==> src/rtl/game_pkg.sv <==
// Shared constants and state encoding for the card-game blocks.
// player_hand and the deck/display logic both import this package.
package game_pkg;

    localparam int BJ_LIMIT   = 21;
    localparam int ACE_RANK   = 1;
    localparam int FACE_VALUE = 10;
    localparam int RANK_W     = 4;
    localparam int TOTAL_W    = 5;
    localparam int COUNT_W    = 3;

    typedef enum logic [2:0] {
        ST_IDLE,
        ST_REQ,
        ST_ADD,
        ST_CHECK,
        ST_DONE
    } hand_state_t;

endpackage

==> src/rtl/player_hand_if.sv <==
// Seat-side bundle between the game controller/deck and one player_hand.
// The controller/deck side uses the master modport; player_hand uses the slave modport.
interface player_hand_if;
    import game_pkg::*;

    logic                cardReady;
    logic                stand;
    logic                deckAck;
    logic [RANK_W-1:0]   deckCard;
    logic                deckReq;
    logic [TOTAL_W-1:0]  totalValue;
    logic [COUNT_W-1:0]  cardCount;
    logic                finish;
    logic                bust;
    logic                blackjack;
    logic                badCard;

    modport master (
        output cardReady, stand, deckAck, deckCard,
        input  deckReq, totalValue, cardCount, finish, bust, blackjack, badCard
    );

    modport slave (
        input  cardReady, stand, deckAck, deckCard,
        output deckReq, totalValue, cardCount, finish, bust, blackjack, badCard
    );

endinterface

==> src/rtl/card_value_lut.sv <==
// Combinational card rank to blackjack value decode.
// Aces report 1 here; the 11-or-1 choice depends on the hand and is made by the caller.
module card_value_lut
    import game_pkg::*;
(
    input  logic [RANK_W-1:0]  i_rank,
    output logic [TOTAL_W-1:0] o_value,
    output logic               o_is_ace,
    output logic               o_invalid
);

    always_comb begin
        o_value   = '0;
        o_is_ace  = 1'b0;
        o_invalid = 1'b0;
        if (i_rank == '0 || i_rank > RANK_W'(13)) begin
            o_invalid = 1'b1;
        end else if (i_rank == RANK_W'(ACE_RANK)) begin
            o_is_ace = 1'b1;
            o_value  = TOTAL_W'(1);
        end else if (i_rank >= RANK_W'(11)) begin
            o_value = TOTAL_W'(FACE_VALUE);
        end else begin
            o_value = TOTAL_W'(i_rank);
        end
    end

endmodule

==> src/rtl/player_hand.sv <==
// One seat's hand: fetches cards from the deck while allowed and closes on stand, bust or full hand.
//   state    | meaning
//   ST_IDLE  | waiting for cardReady or stand
//   ST_REQ   | deckReq high until deckAck, card latched on ack
//   ST_ADD   | add latched card value (ace soft when it fits)
//   ST_CHECK | soft-ace fix-up, then bust/blackjack/stand evaluation
//   ST_DONE  | hand closed until new_Game
module player_hand
    import game_pkg::*;
#(
    parameter int STAND_AT  = 17,
    parameter int MAX_CARDS = 5
) (
    input  logic          i_clock,
    input  logic          i_new_Game,
    player_hand_if.slave  hand
);

    hand_state_t        r_state, w_state;
    logic [RANK_W-1:0]  r_card, w_card;
    logic [TOTAL_W-1:0] r_total, w_total;
    logic [COUNT_W-1:0] r_count, w_count;
    logic               r_soft, w_soft;
    logic               r_bust, w_bust;
    logic               r_blackjack, w_blackjack;
    logic               r_bad, w_bad;

    logic [TOTAL_W-1:0] w_value;
    logic               w_is_ace;
    logic               w_invalid;
    logic [TOTAL_W:0]   w_ace_sum;
    logic [TOTAL_W-1:0] w_adj;

    card_value_lut u_lut (
        .i_rank    (r_card),
        .o_value   (w_value),
        .o_is_ace  (w_is_ace),
        .o_invalid (w_invalid)
    );

    always_ff @(posedge i_clock or posedge i_new_Game) begin
        if (i_new_Game) begin
            r_state     <= ST_IDLE;
            r_card      <= '0;
            r_total     <= '0;
            r_count     <= '0;
            r_soft      <= 1'b0;
            r_bust      <= 1'b0;
            r_blackjack <= 1'b0;
            r_bad       <= 1'b0;
        end else begin
            r_state     <= w_state;
            r_card      <= w_card;
            r_total     <= w_total;
            r_count     <= w_count;
            r_soft      <= w_soft;
            r_bust      <= w_bust;
            r_blackjack <= w_blackjack;
            r_bad       <= w_bad;
        end
    end

    always_comb begin
        w_state     = r_state;
        w_card      = r_card;
        w_total     = r_total;
        w_count     = r_count;
        w_soft      = r_soft;
        w_bust      = r_bust;
        w_blackjack = r_blackjack;
        w_bad       = r_bad;
        w_ace_sum   = {1'b0, r_total} + (TOTAL_W+1)'(11);
        w_adj       = r_total;

        case (r_state)
            ST_IDLE: begin
                if (hand.stand)          w_state = ST_DONE;
                else if (hand.cardReady) w_state = ST_REQ;
            end
            ST_REQ: begin
                if (hand.deckAck) begin
                    w_card  = hand.deckCard;
                    w_state = ST_ADD;
                end
            end
            ST_ADD: begin
                if (w_invalid) begin
                    w_bad   = 1'b1;
                    w_state = ST_IDLE;
                end else begin
                    w_bad = 1'b0;
                    // An ace counts 11 only when that cannot bust; total <= 20 here so no wrap.
                    if (w_is_ace && w_ace_sum <= (TOTAL_W+1)'(BJ_LIMIT)) begin
                        w_total = w_ace_sum[TOTAL_W-1:0];
                        w_soft  = 1'b1;
                    end else begin
                        w_total = r_total + w_value;
                    end
                    w_count = r_count + COUNT_W'(1);
                    w_state = ST_CHECK;
                end
            end
            ST_CHECK: begin
                if (r_total > TOTAL_W'(BJ_LIMIT) && r_soft) begin
                    w_adj  = r_total - TOTAL_W'(10);
                    w_soft = 1'b0;
                end
                w_total = w_adj;
                if (w_adj > TOTAL_W'(BJ_LIMIT)) begin
                    w_bust  = 1'b1;
                    w_state = ST_DONE;
                end else if (w_adj == TOTAL_W'(BJ_LIMIT) && r_count == COUNT_W'(2)) begin
                    w_blackjack = 1'b1;
                    w_state     = ST_DONE;
                end else if (w_adj >= TOTAL_W'(STAND_AT) || r_count == COUNT_W'(MAX_CARDS)) begin
                    w_state = ST_DONE;
                end else begin
                    w_state = ST_IDLE;
                end
            end
            ST_DONE: w_state = ST_DONE;
            default: w_state = ST_IDLE;
        endcase
    end

    assign hand.deckReq    = (r_state == ST_REQ);
    assign hand.finish     = (r_state == ST_DONE);
    assign hand.totalValue = r_total;
    assign hand.cardCount  = r_count;
    assign hand.bust       = r_bust;
    assign hand.blackjack  = r_blackjack;
    assign hand.badCard    = r_bad;

endmodule

==> src/flat_wrapper.sv <==
// flat-port wrapper written by rule: the top's interface ports become plain ports
module player_hand_flat import game_pkg::*;
#(
    parameter int STAND_AT  = 17,
    parameter int MAX_CARDS = 5
)
  (i_clock, i_new_Game, hand_cardReady, hand_stand, hand_deckAck, hand_deckCard, hand_deckReq, hand_totalValue, hand_cardCount, hand_finish, hand_bust, hand_blackjack, hand_badCard);
  player_hand_if hand_i ();
  input  logic i_clock;
  input  logic i_new_Game;
  input wire logic [$bits(hand_i.cardReady)-1:0] hand_cardReady;
  input wire logic [$bits(hand_i.stand)-1:0] hand_stand;
  input wire logic [$bits(hand_i.deckAck)-1:0] hand_deckAck;
  input wire logic [$bits(hand_i.deckCard)-1:0] hand_deckCard;
  output wire logic [$bits(hand_i.deckReq)-1:0] hand_deckReq;
  output wire logic [$bits(hand_i.totalValue)-1:0] hand_totalValue;
  output wire logic [$bits(hand_i.cardCount)-1:0] hand_cardCount;
  output wire logic [$bits(hand_i.finish)-1:0] hand_finish;
  output wire logic [$bits(hand_i.bust)-1:0] hand_bust;
  output wire logic [$bits(hand_i.blackjack)-1:0] hand_blackjack;
  output wire logic [$bits(hand_i.badCard)-1:0] hand_badCard;
  assign hand_i.cardReady = hand_cardReady;
  assign hand_i.stand = hand_stand;
  assign hand_i.deckAck = hand_deckAck;
  assign hand_i.deckCard = hand_deckCard;
  assign hand_deckReq = hand_i.deckReq;
  assign hand_totalValue = hand_i.totalValue;
  assign hand_cardCount = hand_i.cardCount;
  assign hand_finish = hand_i.finish;
  assign hand_bust = hand_i.bust;
  assign hand_blackjack = hand_i.blackjack;
  assign hand_badCard = hand_i.badCard;
  player_hand #(.STAND_AT(STAND_AT), .MAX_CARDS(MAX_CARDS)) u_core (.i_clock(i_clock), .i_new_Game(i_new_Game), .hand(hand_i));
endmodule
==> config.mk <==
export PLATFORM = sky130hd
export DESIGN_NAME = player_hand_flat
export DESIGN_NICKNAME = d
export VERILOG_FILES = /design/src/rtl/game_pkg.sv /design/src/rtl/player_hand_if.sv /design/src/rtl/card_value_lut.sv /design/src/rtl/player_hand.sv /design/src/flat_wrapper.sv
export SDC_FILE = /design/constraint.sdc
export NUM_CORES = 1
export LEC_CHECK = 0
export CAP_MARGIN = 20
export CORE_MARGIN = 2
export CORE_UTILIZATION = 55
export CTS_CLUSTER_SIZE = 20
export DETAILED_ROUTE_END_ITERATION = 10
export HOLD_SLACK_MARGIN = 0.03
export PLACE_DENSITY = 0.8
export SETUP_SLACK_MARGIN = 0.05
export SLEW_MARGIN = 10
export SYNTH_ARGS = -nofsm -noshare
export SYNTH_HDL_FRONTEND = slang
export SYNTH_HIERARCHICAL = 1
export SYNTH_SLANG_ARGS = --single-unit
==> constraint.sdc <==
create_clock -name i_clock -period 3.8 [get_ports i_clock]
set_input_delay 0.95 -clock i_clock [delete_from_list [all_inputs] [get_ports i_clock]]
set_output_delay 0.95 -clock i_clock [all_outputs]
set_load 0.02 [all_outputs]
==> results.json <==
{
  "dr.pass1.iters": 4,
  "worst_slew_pin_slew_ps": 754,
  "drive_above_1_share_pct": 10.3,
  "area_delta_synth_final_pct": 15.6,
  "clock-skew-final_ps": 16.3,
  "synth_top_cell_area_share_pct": 30.9,
  "ys_seq_elements": 19,
  "diodes": 0,
  "vias_per_cell": 5.81,
  "hold_path_depth": 1,
  "total_power_w": 0.000363,
  "antenna_found_initial": 0,
  "die_y_um": 56.9,
  "fillers": 239,
  "peakVddDrop_mv": 0.257,
  "p_leak_nw": 0.732,
  "crit_path_end_kind": "output port",
  "syn_area_um2": 1540,
  "max_freq_mhz": 371,
  "insertion_delay_ps": 300,
  "wl_per_cell_um": 15.1,
  "cts_root_buf": "clkbuf_4",
  "cts_max_path_buffers": 2,
  "p_per_area_nw_per_um2": 205,
  "yosysTopAreaCell": "dfrtp_1",
  "ys_types": 51,
  "synth_fa_ha_area_share_pct": 12.7,
  "dp_hpwl_um": 2490,
  "worstPathRequired_ps": 2850,
  "finalHoldViolCount": 0,
  "slew_violations": 0,
  "drc": 0,
  "numCtsBuffers": 3,
  "finalSetupViolCount": 0,
  "syn_nets": 190,
  "gr-total-overflow": 0,
  "first_global_vias": 1267,
  "gp_congestion": 0.910,
  "critPathArrivalTime_ps": 1740,
  "ant_nets": 0,
  "synth_xor_area_share_pct": 5.70,
  "synth_top_family_by_area": "simple AND/OR/NAND/NOR gates",
  "synthMuxAreaShare_pct": 7.57,
  "status": "completed",
  "layout_setup_ws_ps": 1110,
  "cts_hold_buf": 0,
  "htree_num_levels": 1,
  "grt_pass1_wl_um": 5620,
  "dp_worst_setup_slack_ps": 1370,
  "fin_crit_sh_pct": 70.9,
  "clkTransAtPathRegs_ps": 130,
  "cts_tree": "done",
  "cts_setup_buffers": 0,
  "synth_area_per_cell_um2": 9.26,
  "fin_setup_tns_ps": 0,
  "rows": 19,
  "route.vias.total": 1249,
  "path_max_fanout": 10,
  "hold_class": "register to register",
  "crit_type": "register to output port",
  "dieArea_um2": 3230,
  "initial_core_util_pct": 56.7,
  "reg2reg_to": "u_core/hand.totalValue[2]",
  "cts_resized": 0,
  "grt_max_degree": 20,
  "r2r_cells": 7,
  "nets": 209,
  "drt_iter0_markers": 44,
  "synth-compound-area-share_pct": 17.7,
  "syn_inst": 166,
  "yosysWarningCount": 6,
  "fp.dieW_um": 56.9,
  "yosysSeqAreaShare_pct": 30.9,
  "place.port_buffers": 21,
  "reg2reg_from": "u_core/hand.totalValue[1]",
  "grt.total_usage_pct": 22.0,
  "synthSimpleGateAreaFrac_pct": 20.2,
  "min_period_ps": 2690,
  "relSlewSlack_pct": 49.7,
  "wl_um": 3240,
  "hold_end": "u_core/hand.blackjack",
  "rsz0062_at_grt": "false",
  "cap_violations": 0,
  "rrSetupSlack_ps": 1350,
  "hp-start": "u_core/hand.blackjack",
  "core_area_um2": 2710,
  "io_pins": 22,
  "synthTopCellsByArea": "dfrtp_1, ha_1, xnor2_1",
  "clock_sinks": 19,
  "cp-start-kind": "register"
}
==> cell usage in the layout, fill, tap and decap left out, types with 4 or more instances in the layout <==
master            n
nor3_1            5
clkdlybuf4s50_1  21
ha_1             14
nor2_1           12
nand2_1          13
xnor2_1           7
nand2b_1          5
dfrtp_1          19
o21ai_1           4
inv_1             9
mux2_2            5
a21oi_1           7
o21ai_0           7
==> final cells by class <==
cell class | instances | area (µm²) | share of cell area [%]
well taps | 31 | 38.8 | 2.18
repair buffers | 21 | 210 | 11.8
flip-flops and latches | 19 | 475 | 26.8
multi-input cells | 130 | 985 | 55.4
clock inverters | 1 | 7.51 | 0.423
clock buffers | 3 | 22.5 | 1.27
inverters | 10 | 37.5 | 2.11
==> worst max path at each step <==
| stage | start | endpoint | slack [ps] |
|---|---|---|---|
| floorplan | u_core/hand.totalValue[1] | u_core/hand.totalValue[1] | 1490 |
| global placement | u_core/r_state[1] | hand_deckReq | 1500 |
| detailed placement | u_core/hand.totalValue[1] | u_core/hand.totalValue[1] | 1370 |
| CTS | u_core/r_state[1] | hand_deckReq | 1100 |
| global route | u_core/r_state[1] | hand_deckReq | 970 |
| finish | u_core/r_state[1] | hand_deckReq | 1110 |
==> power breakdown <==
| part | internal, W | switching, W | total (W) |
|---|---|---|---|
| clock network | 0.0000400 | 0.0000681 | 0.000108 |
| logic | 0.0000234 | 0.0000199 | 0.0000433 |
| registers | 0.000206 | 0.00000581 | 0.000212 |
| total | 0.000270 | 0.0000938 | 0.000363 |
==> critical path, cell delays in order (launching register included) <==
cell             delay [ps]
dfrtp_1                 490
nand2b_1                200
nor2_1                  130
clkdlybuf4s50_1         620
==> Yosys cell counts (all sizes together) <==
master	count
dfrtp	19
ha	14
nand2	14
nor2	12
o21ai	11
inv	10
a21oi	8
mux2	7
xnor2	7
buf	6
nand2b	5
nor3	5
and2	3
mux2i	3
nand3	3
nor2b	3
xor2	3
a211oi	2
a21o	2
a31o	2
and3b	2
nand3b	2
nor3b	2
nor4	2
o221ai	2
a21boi	1
a22oi	1
a311o	1
a32oi	1
and2b	1
and3	1
clkbuf	1
conb	1
fa	1
nor4b	1
o21bai	1
o22a	1
o311ai	1
o31ai	1
o32ai	1
or3	1
or4b	1
==> layer usage <==
metal | global-route usage (%) | routed length [µm] | part of all wire, % | vias to the layer above
met1 | 29.2 | 1470 | 45 | 599
met2 | 38.2 | 1650 | 51 | 33
li1 | - | - | - | 615
met5 | 0 | 0 | 0 | -
met4 | 4.65 | 21 | 0.65 | 0
met3 | 2.76 | 107 | 3.3 | 2
==> sequential cells by signal (all words and copies together) (netlist names) <==
| register | cells |
|---|---|
| u_core/hand.totalValue | 5 |
| u_core/r_card | 4 |
| u_core/hand.bust | 1 |
| u_core/hand.cardCount | 3 |
| u_core/r_state | 3 |
| u_core/r_soft | 1 |
| u_core/hand.badCard | 1 |
| u_core/hand.blackjack | 1 |
==> stage by stage <==
step                      cells  util [%]  cell area (µm²)  hold slack (ps)
after detailed placement    211      64.5             1750              461
after global placement      211      64.5             1750              452
after CTS                   215      65.6             1780              491
after global routing        215      65.6             1780              505
final                       215      65.6             1780              493
after floorplan             166         -             1540              511
==> cell families (layout without fill, tap and decap cells) <==
family,Yosys count,count (layout)
mux,10,10
xor+xnor,10,10
compound gates,36,36
simple gates,58,58
flops,19,19
buf+inv,17,35
fa+ha+maj,15,15
other cells,1,1
No activity file was read; power rests on OpenSTA's default activity.
